==> src/rtl/game_phase_sequencer_pkg.sv <==
// Shared definitions for the game sequencer and its phase engines:
// state encoding, player identities, move position width and board-port selects.
package game_phase_sequencer_pkg;

    localparam int POS_W = 6;

    localparam logic [2:0] ST_IDLE  = 3'd0;
    localparam logic [2:0] ST_INIT  = 3'd1;
    localparam logic [2:0] ST_READY = 3'd2;
    localparam logic [2:0] ST_VALI  = 3'd3;
    localparam logic [2:0] ST_FLIP  = 3'd4;
    localparam logic [2:0] ST_SWAP  = 3'd5;

    localparam logic PLAYER_BLACK = 1'b0;
    localparam logic PLAYER_WHITE = 1'b1;

    typedef struct packed {
        logic init;
        logic vali;
        logic flip;
        logic vga;
    } port_sel_t;

    // States in which a phase engine is running and the watchdog counts.
    function automatic logic is_phase(input logic [2:0] st);
        return (st == ST_INIT) || (st == ST_VALI) || (st == ST_FLIP);
    endfunction

    // Exactly one owner of the board port per state; the VGA reader is the fallback.
    function automatic port_sel_t sel_for_state(input logic [2:0] st);
        port_sel_t s;
        s = '0;
        case (st)
            ST_INIT: s.init = 1'b1;
            ST_VALI: s.vali = 1'b1;
            ST_FLIP: s.flip = 1'b1;
            default: s.vga  = 1'b1;
        endcase
        return s;
    endfunction

endpackage

==> src/rtl/game_phase_sequencer_phase_watchdog.sv <==
// Per-phase watchdog: counts cycles spent in a phase and flags the last allowed cycle.
module phase_watchdog #(
    parameter int TIMEOUT_W = 10
) (
    input  logic clk,
    input  logic reset,
    input  logic clear,
    input  logic enable,
    output logic expired
);

    localparam logic [TIMEOUT_W-1:0] ONE  = 1;
    localparam logic [TIMEOUT_W-1:0] LAST = ~ONE;

    logic [TIMEOUT_W-1:0] count;

    always_ff @(posedge clk) begin
        if (reset || clear) begin
            count <= '0;
        end else if (enable) begin
            count <= count + ONE;
        end
    end

    // Fires on the cycle whose increment would reach all-ones, so a phase
    // occupies at most 2**TIMEOUT_W-1 cycles before it is abandoned.
    assign expired = enable && (count == LAST);

endmodule

==> src/rtl/game_phase_sequencer.sv <==
// Game sequencer: owns the board RAM port selects, runs the init/validate/flip
// engines through start/done handshakes and tracks the player to move.
module game_phase_sequencer #(
    parameter int TIMEOUT_W = 10,
    parameter int POS_W     = game_phase_sequencer_pkg::POS_W
) (
    input  logic             clk,
    input  logic             reset,
    input  logic             start_game,
    input  logic             move_req,
    input  logic [POS_W-1:0] move_pos,
    output logic             move_ack,
    output logic             move_rej,
    output logic             init_start,
    input  logic             init_done,
    output logic             vali_start,
    input  logic             vali_done,
    input  logic             vali_legal,
    output logic             flip_start,
    input  logic             flip_done,
    output logic [POS_W-1:0] pos_q,
    output logic             cur_player,
    output logic             init_ctrl,
    output logic             vali_ctrl,
    output logic             flip_ctrl,
    output logic             vga_ctrl,
    output logic             timeout_err
);

    import game_phase_sequencer_pkg::*;

    // Handshake: every *_start is a one-cycle pulse issued together with the
    // matching port select; a *_done pulse is honoured only in its own phase.
    logic [2:0] state;
    logic [2:0] state_nx;
    port_sel_t  sel_q;
    logic       wd_clear;
    logic       wd_expired;

    logic init_fin;
    logic accept_move;
    logic vali_pass;
    logic vali_fail;
    logic flip_fin;
    logic swap_now;
    logic timeout_hit;

    // start_game overrides every event, so each event term is gated by it.
    always_comb begin
        init_fin    = 1'b0;
        accept_move = 1'b0;
        vali_pass   = 1'b0;
        vali_fail   = 1'b0;
        flip_fin    = 1'b0;
        swap_now    = 1'b0;
        timeout_hit = 1'b0;
        state_nx    = state;
        if (start_game) begin
            state_nx = ST_INIT;
        end else begin
            case (state)
                ST_IDLE: state_nx = ST_IDLE;
                ST_INIT: begin
                    if (init_done) begin
                        init_fin = 1'b1;
                        state_nx = ST_READY;
                    end else if (wd_expired) begin
                        timeout_hit = 1'b1;
                        state_nx    = ST_IDLE;
                    end
                end
                ST_READY: begin
                    if (move_req) begin
                        accept_move = 1'b1;
                        state_nx    = ST_VALI;
                    end
                end
                ST_VALI: begin
                    if (vali_done && vali_legal) begin
                        vali_pass = 1'b1;
                        state_nx  = ST_FLIP;
                    end else if (vali_done) begin
                        vali_fail = 1'b1;
                        state_nx  = ST_READY;
                    end else if (wd_expired) begin
                        timeout_hit = 1'b1;
                        state_nx    = ST_IDLE;
                    end
                end
                ST_FLIP: begin
                    if (flip_done) begin
                        flip_fin = 1'b1;
                        state_nx = ST_SWAP;
                    end else if (wd_expired) begin
                        timeout_hit = 1'b1;
                        state_nx    = ST_IDLE;
                    end
                end
                ST_SWAP: begin
                    swap_now = 1'b1;
                    state_nx = ST_READY;
                end
                default: state_nx = ST_IDLE;
            endcase
        end
    end

    // A restart of INIT from INIT is also a fresh entry for the watchdog.
    assign wd_clear = start_game || (state_nx != state);

    phase_watchdog #(
        .TIMEOUT_W (TIMEOUT_W)
    ) u_watchdog (
        .clk     (clk),
        .reset   (reset),
        .clear   (wd_clear),
        .enable  (is_phase(state)),
        .expired (wd_expired)
    );

    always_ff @(posedge clk) begin
        if (reset) begin
            state       <= ST_IDLE;
            sel_q       <= sel_for_state(ST_IDLE);
            init_start  <= 1'b0;
            vali_start  <= 1'b0;
            flip_start  <= 1'b0;
            move_ack    <= 1'b0;
            move_rej    <= 1'b0;
            pos_q       <= '0;
            cur_player  <= PLAYER_BLACK;
            timeout_err <= 1'b0;
        end else begin
            state      <= state_nx;
            sel_q      <= sel_for_state(state_nx);
            init_start <= start_game;
            vali_start <= accept_move;
            move_ack   <= accept_move;
            flip_start <= vali_pass;
            move_rej   <= vali_fail;
            if (accept_move) begin
                pos_q <= move_pos;
            end
            if (init_fin) begin
                cur_player <= PLAYER_BLACK;
            end else if (swap_now) begin
                cur_player <= ~cur_player;
            end
            if (start_game) begin
                timeout_err <= 1'b0;
            end else if (timeout_hit) begin
                timeout_err <= 1'b1;
            end
        end
    end

    assign init_ctrl = sel_q.init;
    assign vali_ctrl = sel_q.vali;
    assign flip_ctrl = sel_q.flip;
    assign vga_ctrl  = sel_q.vga;

    logic unused_flip_fin;
    assign unused_flip_fin = flip_fin;

endmodule

==> config.mk <==
export PLATFORM = sky130hd
export DESIGN_NAME = game_phase_sequencer
export DESIGN_NICKNAME = d
export VERILOG_FILES = /design/src/rtl/game_phase_sequencer_pkg.sv /design/src/rtl/game_phase_sequencer_phase_watchdog.sv /design/src/rtl/game_phase_sequencer.sv
export SDC_FILE = /design/constraint.sdc
export NUM_CORES = 1
export LEC_CHECK = 0
export ABC_AREA = 0
export BUFFER_PORTS_ARGS = -buffer_cell sky130_fd_sc_hd__buf_2
export CAP_MARGIN = 30
export CELL_PAD_IN_SITES_DETAIL_PLACEMENT = 2
export CELL_PAD_IN_SITES_GLOBAL_PLACEMENT = 2
export CORE_MARGIN = 3
export CORE_UTILIZATION = 34
export DETAILED_ROUTE_END_ITERATION = 7
export GPL_TIMING_DRIVEN = 0
export MAX_ROUTING_LAYER = met4
export PLACE_DENSITY = 0.77
export SLEW_MARGIN = 25
export SYNTH_ARGS = -nofsm -noshare
export SYNTH_HDL_FRONTEND = slang
export SYNTH_SLANG_ARGS = --single-unit
==> constraint.sdc <==
create_clock -name clk -period 1.86 [get_ports clk]
set_clock_uncertainty 0.1 [all_clocks]
set_input_delay 0.186 -clock clk [delete_from_list [all_inputs] [get_ports clk]]
set_output_delay 0.186 -clock clk [all_outputs]
set_load 0.01 [all_outputs]
Yosys cells after proc, flatten, opt, wreduce, memory -nomap -nowiden
Index checks and enable logic that the tools add are counted.
{"block": "word_totals", "regBits": 29, "word_cells": 66}
{"block": "classes", "eq_ne": 10, "reduce_logical": 11, "n_bitwise": 2, "n_addsub": 1, "n_mux": 29}
{"op": "3-bit two-way mux", "count": 7}
{"op": "1-bit two-way mux", "count": 20}
{"op": "3-bit one-hot mux with 5 select lines", "count": 1}
{"op": "10-bit by 1-bit adder with 10-bit output, second input constant", "count": 1}
{"op": "10-bit equality test, second input constant", "count": 1}
{"op": "3-bit by 2-bit equality test with 1-bit output, second input constant", "count": 3}
{"op": "3-bit equality test, second input constant", "count": 3}
{"op": "3-bit by 1-bit equality test with 1-bit output, second input constant", "count": 2}
{"op": "3-bit OR reduction", "count": 2}
{"op": "1-bit logical OR", "count": 4}
{"op": "2-bit OR reduction", "count": 2}
{"op": "4-bit OR reduction", "count": 1}
{"op": "3-bit != test", "count": 1}
{"op": "1-bit one-hot mux with 3 select lines", "count": 1}
{"op": "1-bit logical AND", "count": 2}
{"op": "1-bit NOT", "count": 2}

Longest topological paths before layout
{"block": "logic_depth", "ltp_word": 12, "mapped_depth": 6, "ltp_nobuf": 6}

By module
A second synthesis with hierarchy kept.
{"block": "unflattened", "cells_unflattened": 146, "hier_area_um2": 1385.1}
{"module": "game_phase_sequencer", "n_inst": 1, "cells_per_inst": 91, "seq_area_each_um2": 380.4, "area_each_um2": 912.1}
{"module": "phase_watchdog", "n_inst": 1, "cells_per_inst": 55, "seq_area_each_um2": 200.2, "area_each_um2": 473.0}

Least setup slack after synthesis
OpenSTA, ideal clock, no wires.
{"block": "synth_timing", "path_type": "flip-flop to flip-flop", "from": "reg u_watchdog.count[0]", "to": "reg sel_q (netlist bit init_ctrl)", "setup_slack_ns": 0.309, "stages_incl_launch_ff": 7, "n_path_buf": 0, "required_time_ns": 1.681, "t_arrival_ns": 1.371, "cell_sequence": "dfxtp_1 inv_1 ha_1 and4_4 nand3_4 o311a_1 a211oi_2"}
{"block": "synth_between", "elab_chain_cells": 9, "elab_cells_between_ends": 11}
{"element": "from (decl)", "line": "game_phase_sequencer_phase_watchdog.sv:15", "source": "logic [TIMEOUT_W-1:0] count;"}
{"element": "from (signal assigned)", "line": "game_phase_sequencer_phase_watchdog.sv:21", "source": "count <= count + ONE;"}
{"element": "10-bit equality test (*)", "line": "game_phase_sequencer_phase_watchdog.sv:27", "source": "assign expired = enable && (count == LAST);"}
{"element": "1-bit logical AND (*)", "line": "game_phase_sequencer_phase_watchdog.sv:27"}
{"element": "3-bit two-way mux (*)", "line": "game_phase_sequencer.sv:67, game_phase_sequencer.sv:85, game_phase_sequencer.sv:94"}
{"element": "3-bit two-way mux", "line": "game_phase_sequencer.sv:82", "source": "end else if (vali_done) begin"}
{"element": "3-bit two-way mux", "line": "game_phase_sequencer.sv:79", "source": "if (vali_done && vali_legal) begin"}
{"element": "3-bit one-hot mux with 5 select lines (*)", "line": "game_phase_sequencer.sv:61", "source": "case (state)"}
{"element": "3-bit two-way mux (*)", "line": "game_phase_sequencer.sv:58", "source": "if (start_game) begin"}
{"element": "3-bit by 1-bit equality test with 1-bit output (*)", "line": "game_phase_sequencer_pkg.sv:33", "source": "case (st)"}
{"element": "1-bit two-way mux (*)", "line": "game_phase_sequencer_pkg.sv:33"}
{"element": "to (signal assigned)", "line": "game_phase_sequencer.sv:124", "source": "sel_q <= sel_for_state(ST_IDLE);"}
{"element": "to (signal assigned)", "line": "game_phase_sequencer.sv:135", "source": "sel_q <= sel_for_state(state_nx);"}
{"element": "to (decl)", "line": "game_phase_sequencer.sv:36", "source": "port_sel_t sel_q;"}
Every way passes the cells marked *; elsewhere a longest branch is shown, timed or not.
A chain may end at the register's enable or synchronous reset.

Final worst setup path
{"block": "layout_timing", "from": "reg u_watchdog.count[0]", "to": "reg sel_q (netlist bit vga_ctrl)"}
{"block": "layout_between", "elab_chain_cells": 10, "elab_cells_between_ends": 14}
{"element": "10-bit equality test (*)", "line": "game_phase_sequencer_phase_watchdog.sv:27"}
{"element": "1-bit logical AND (*)", "line": "game_phase_sequencer_phase_watchdog.sv:27"}
{"element": "3-bit two-way mux (*)", "line": "game_phase_sequencer.sv:67, game_phase_sequencer.sv:85, game_phase_sequencer.sv:94"}
{"element": "3-bit two-way mux", "line": "game_phase_sequencer.sv:82"}
{"element": "3-bit two-way mux", "line": "game_phase_sequencer.sv:79"}
{"element": "3-bit one-hot mux with 5 select lines (*)", "line": "game_phase_sequencer.sv:61"}
{"element": "3-bit two-way mux (*)", "line": "game_phase_sequencer.sv:58"}
{"element": "3-bit equality test, or another cell as far along", "line": "game_phase_sequencer_pkg.sv:33"}
{"element": "3-bit OR reduction (no source line) (*)"}
{"element": "1-bit two-way mux (*)", "line": "game_phase_sequencer_pkg.sv:33"}
Marked as above.

==> results.toml <==
[detailed_routing]
drtIter0Drc = 22
firstDrtPassIters = 4
routed-via-count = 1251
wire_per_inst_um = 18.3
wl_um = 4150
drcViolationCount = 0
drt.antenna.violating_nets = 0
viasPerCell = 5.51

[synthesis]
synth_top_family_by_area = "simple AND/OR/NAND/NOR gates"
synth.distinct_cells = 51
synthXorXnorAreaFrac = 0.0521
yosysTopAreaCell = "dfxtp_1"
synth_area_um2 = 1510
synthFlopType = "dfxtp_1"
ys_ff_latch = 29
synth-compound-area-share = 0.177
synth_mux_area_frac = 0.0397
netlist_instances = 139
ys_seq_area_frac = 0.384
ys_top_cells_by_count = "dfxtp_1, nor2_1, xor2_1"
yosysTopAreaCellShare = 0.384
synth_edf_count = 0
synth_simple_gate_area_frac = 0.274
synthArstFlopShare = 0
ys_top_cells_by_area = "dfxtp_1, nor4_2, xor2_1, mux2i_1, buf_6"
synth_nets = 155
yosys_warnings = 0
syn_avg_cell_area_um2 = 10.9
yosysMostFrequentCell = "dfxtp_1"
synth_fa_ha_area_frac = 0.0165

[global_routing]
grt_max_degree = 11
grtUsageTotal = 0.177
grt_pass1_wl_um = 6950
grt_remaining_overflow = 0
grt_antenna_before_repair = 0
grt_pass1_vias = 1388

[die]
ios = 31
num_rows = 23
die_w_um = 72.7
dieArea_um2 = 5290
start_util = 0.365
core_area_um2 = 4140
die_h_um = 72.7

[critical_path]
arrival_ns = 1.81
slowest_delay_ns = 0.33
r2r_slack_ns = 0.13
cp_cell_sequence = "inv_1 > ha_1 > and4_4 > nand4b_4 > a21bo_1 > o31ai_1"
crit_type = "reg -> reg"
worstPathRequired_ns = 1.94
start_kind = "flip-flop"
crit_path_top_delay_cell = "dfxtp_1"
crit_fanout = 4
end_kind = "flip-flop"
cp_top_family = "compound AO/OA/AOI/OAI gates"
path_buf_inv = 1

[finish]
multi_input_area_um2 = 851
area_growth_syn_to_layout_pct = 19.9
nFillCells = 473
fin_cells = 227
fin_nets = 192
drive_above_1_share = 0.367
final-seq-area_um2 = 581
antenna_cells = 0

[placement]
placedCellCount = 219
routabilityCongestion = 0.780
portBuffers = 30
hpwl_um = 3130

[clock_tree]
cts_setup_buffers = 0
cts_max_level = 2
cts_buffer_depth = 2
cts_buffers = 5
clk_transition_reported_paths_ns = 0.06
clock-sinks = 29
cts-root-buf = "clkbuf_8"
clock_insertion_delay_worst_skew_ns = 0.29
cts_tree = "built"

[timing]
slew_headroom = 0.583
slew_violations = 0
fin_crit_sh = 0.929
worstMarginPinSlew_ns = 0.621
hold_viol = 0
fin_tns_setup_ns = 0
finalSetupViolCount = 0
fmax_mhz = 579
finalCriticalPeriod_ns = 1.73
rsz0062_at_grt = "no"

[min_path]
min-delay-path-class = "in -> reg"

[run_status]
outcome = "finished, final reports clean"

[run]
maxCapViolations = 0

[pwr]
vdd_drop_max_v = 0.000291
p_leak_nw = 0.743
p_total_mw = 1.28
power_density_nw_per_um2 = 705
## state kept, by name (all words and copies together) (netlist names)
signal and count:
timeout_err 1, move_rej 1, vga_ctrl 1, vali_start 1, u_watchdog.count 10, init_start 1
cur_player 1, flip_start 1, init_ctrl 1, flip_ctrl 1, state 3, vali_ctrl 1
pos_q 6
## worst register-to-register path: stages (launching register included)
cell and delay [ns]:
dfxtp_1 0.33, inv_1 0.10, ha_1 0.15, and4_4 0.27
nand4b_4 0.14, a21bo_1 0.26, o31ai_1 0.28
## power by group
| group | total, mW | internal (mW) | switching (mW) |
|---|---|---|---|
| registers | 0.635 | 0.631 | 0.00375 |
| clock network | 0.505 | 0.259 | 0.246 |
| logic | 0.139 | 0.0549 | 0.0840 |
## metrics by stage
step | setup WS (ns) | hold slack, ns | instance area [um2] | util
floorplan | 0.309 | 0.163 | 1510 | -
global placement | 0.132 | 0.299 | 1730 | 0.416
detailed placement | 0.118 | 0.327 | 1730 | 0.416
CTS | 0.118 | 0.0213 | 1810 | 0.436
global route | 0.0281 | 0.0357 | 1810 | 0.438
finish | 0.131 | 0.0286 | 1810 | 0.438
## cell families (layout without fill, tap and decap cells)
kind of cell / after synthesis / count (layout)
adders and majority gates: 2 / 2
buffers and inverters: 12 / 50
and+or+nand+nor: 51 / 51
AOI/OAI and AO/OA: 30 / 30
muxes: 6 / 6
DFF: 29 / 29
xor gates and xnor gates: 9 / 9
## metal layers
layer | up-vias | share of wire | global-route usage | wire length (um)
met5 | - | 0 | - | 0
met4 | 0 | 0.025 | 0.0758 | 105
met3 | 12 | 0.046 | 0.0427 | 190
met2 | 34 | 0.49 | 0.282 | 2020
met1 | 610 | 0.44 | 0.214 | 1830
li1 | 595 | - | - | -
## layout by cell type (no fill, tap or decap), types with 2 or more instances in the layout
cell	n
clkbuf_1	2
xor2_1	7
nor4_1	5
nand2_1	4
clkinv_2	2
ha_1	2
nor4_2	5
and2_1	4
o211ai_1	2
and4_4	2
buf_2	30
buf_6	5
a21oi_1	6
xnor2_1	2
inv_1	5
nor3_1	2
nor2_1	12
dfxtp_1	29
o2111ai_1	4
a31oi_1	2
nand3b_1	2
mux2i_1	6
clkbuf_8	5
## path summary, 6_finish.rpt
| check | end | cells past startpoint | start |
|---|---|---|---|
| worst max register to register | vga_ctrl | 6 | u_watchdog.count[0] |
| worst min register to register | timeout_err | 2 | timeout_err |
| worst min-delay path | move_rej | 2 | vali_legal |
| worst max-delay path | vga_ctrl | 6 | u_watchdog.count[0] |
## final cells by class
class | instances | share of cell area
clock buffers | 6 | 0.0400
well taps | 50 | 0.0345
repair buffers | 30 | 0.0828
multi-input cells | 98 | 0.469
plain buffers | 7 | 0.0373
inverters | 5 | 0.0104
flip-flops and latches | 29 | 0.320
clock inverters | 2 | 0.00552
## timing repair
item / 4_1_cts / 5_1_grt
endpoints found under the hold margin: 0 / 0
endpoints found under the setup margin: 0 / 2
hold buffers: 0 / 0
resized for setup: 0 / 1
No activity file was read; power rests on OpenSTA's default activity.
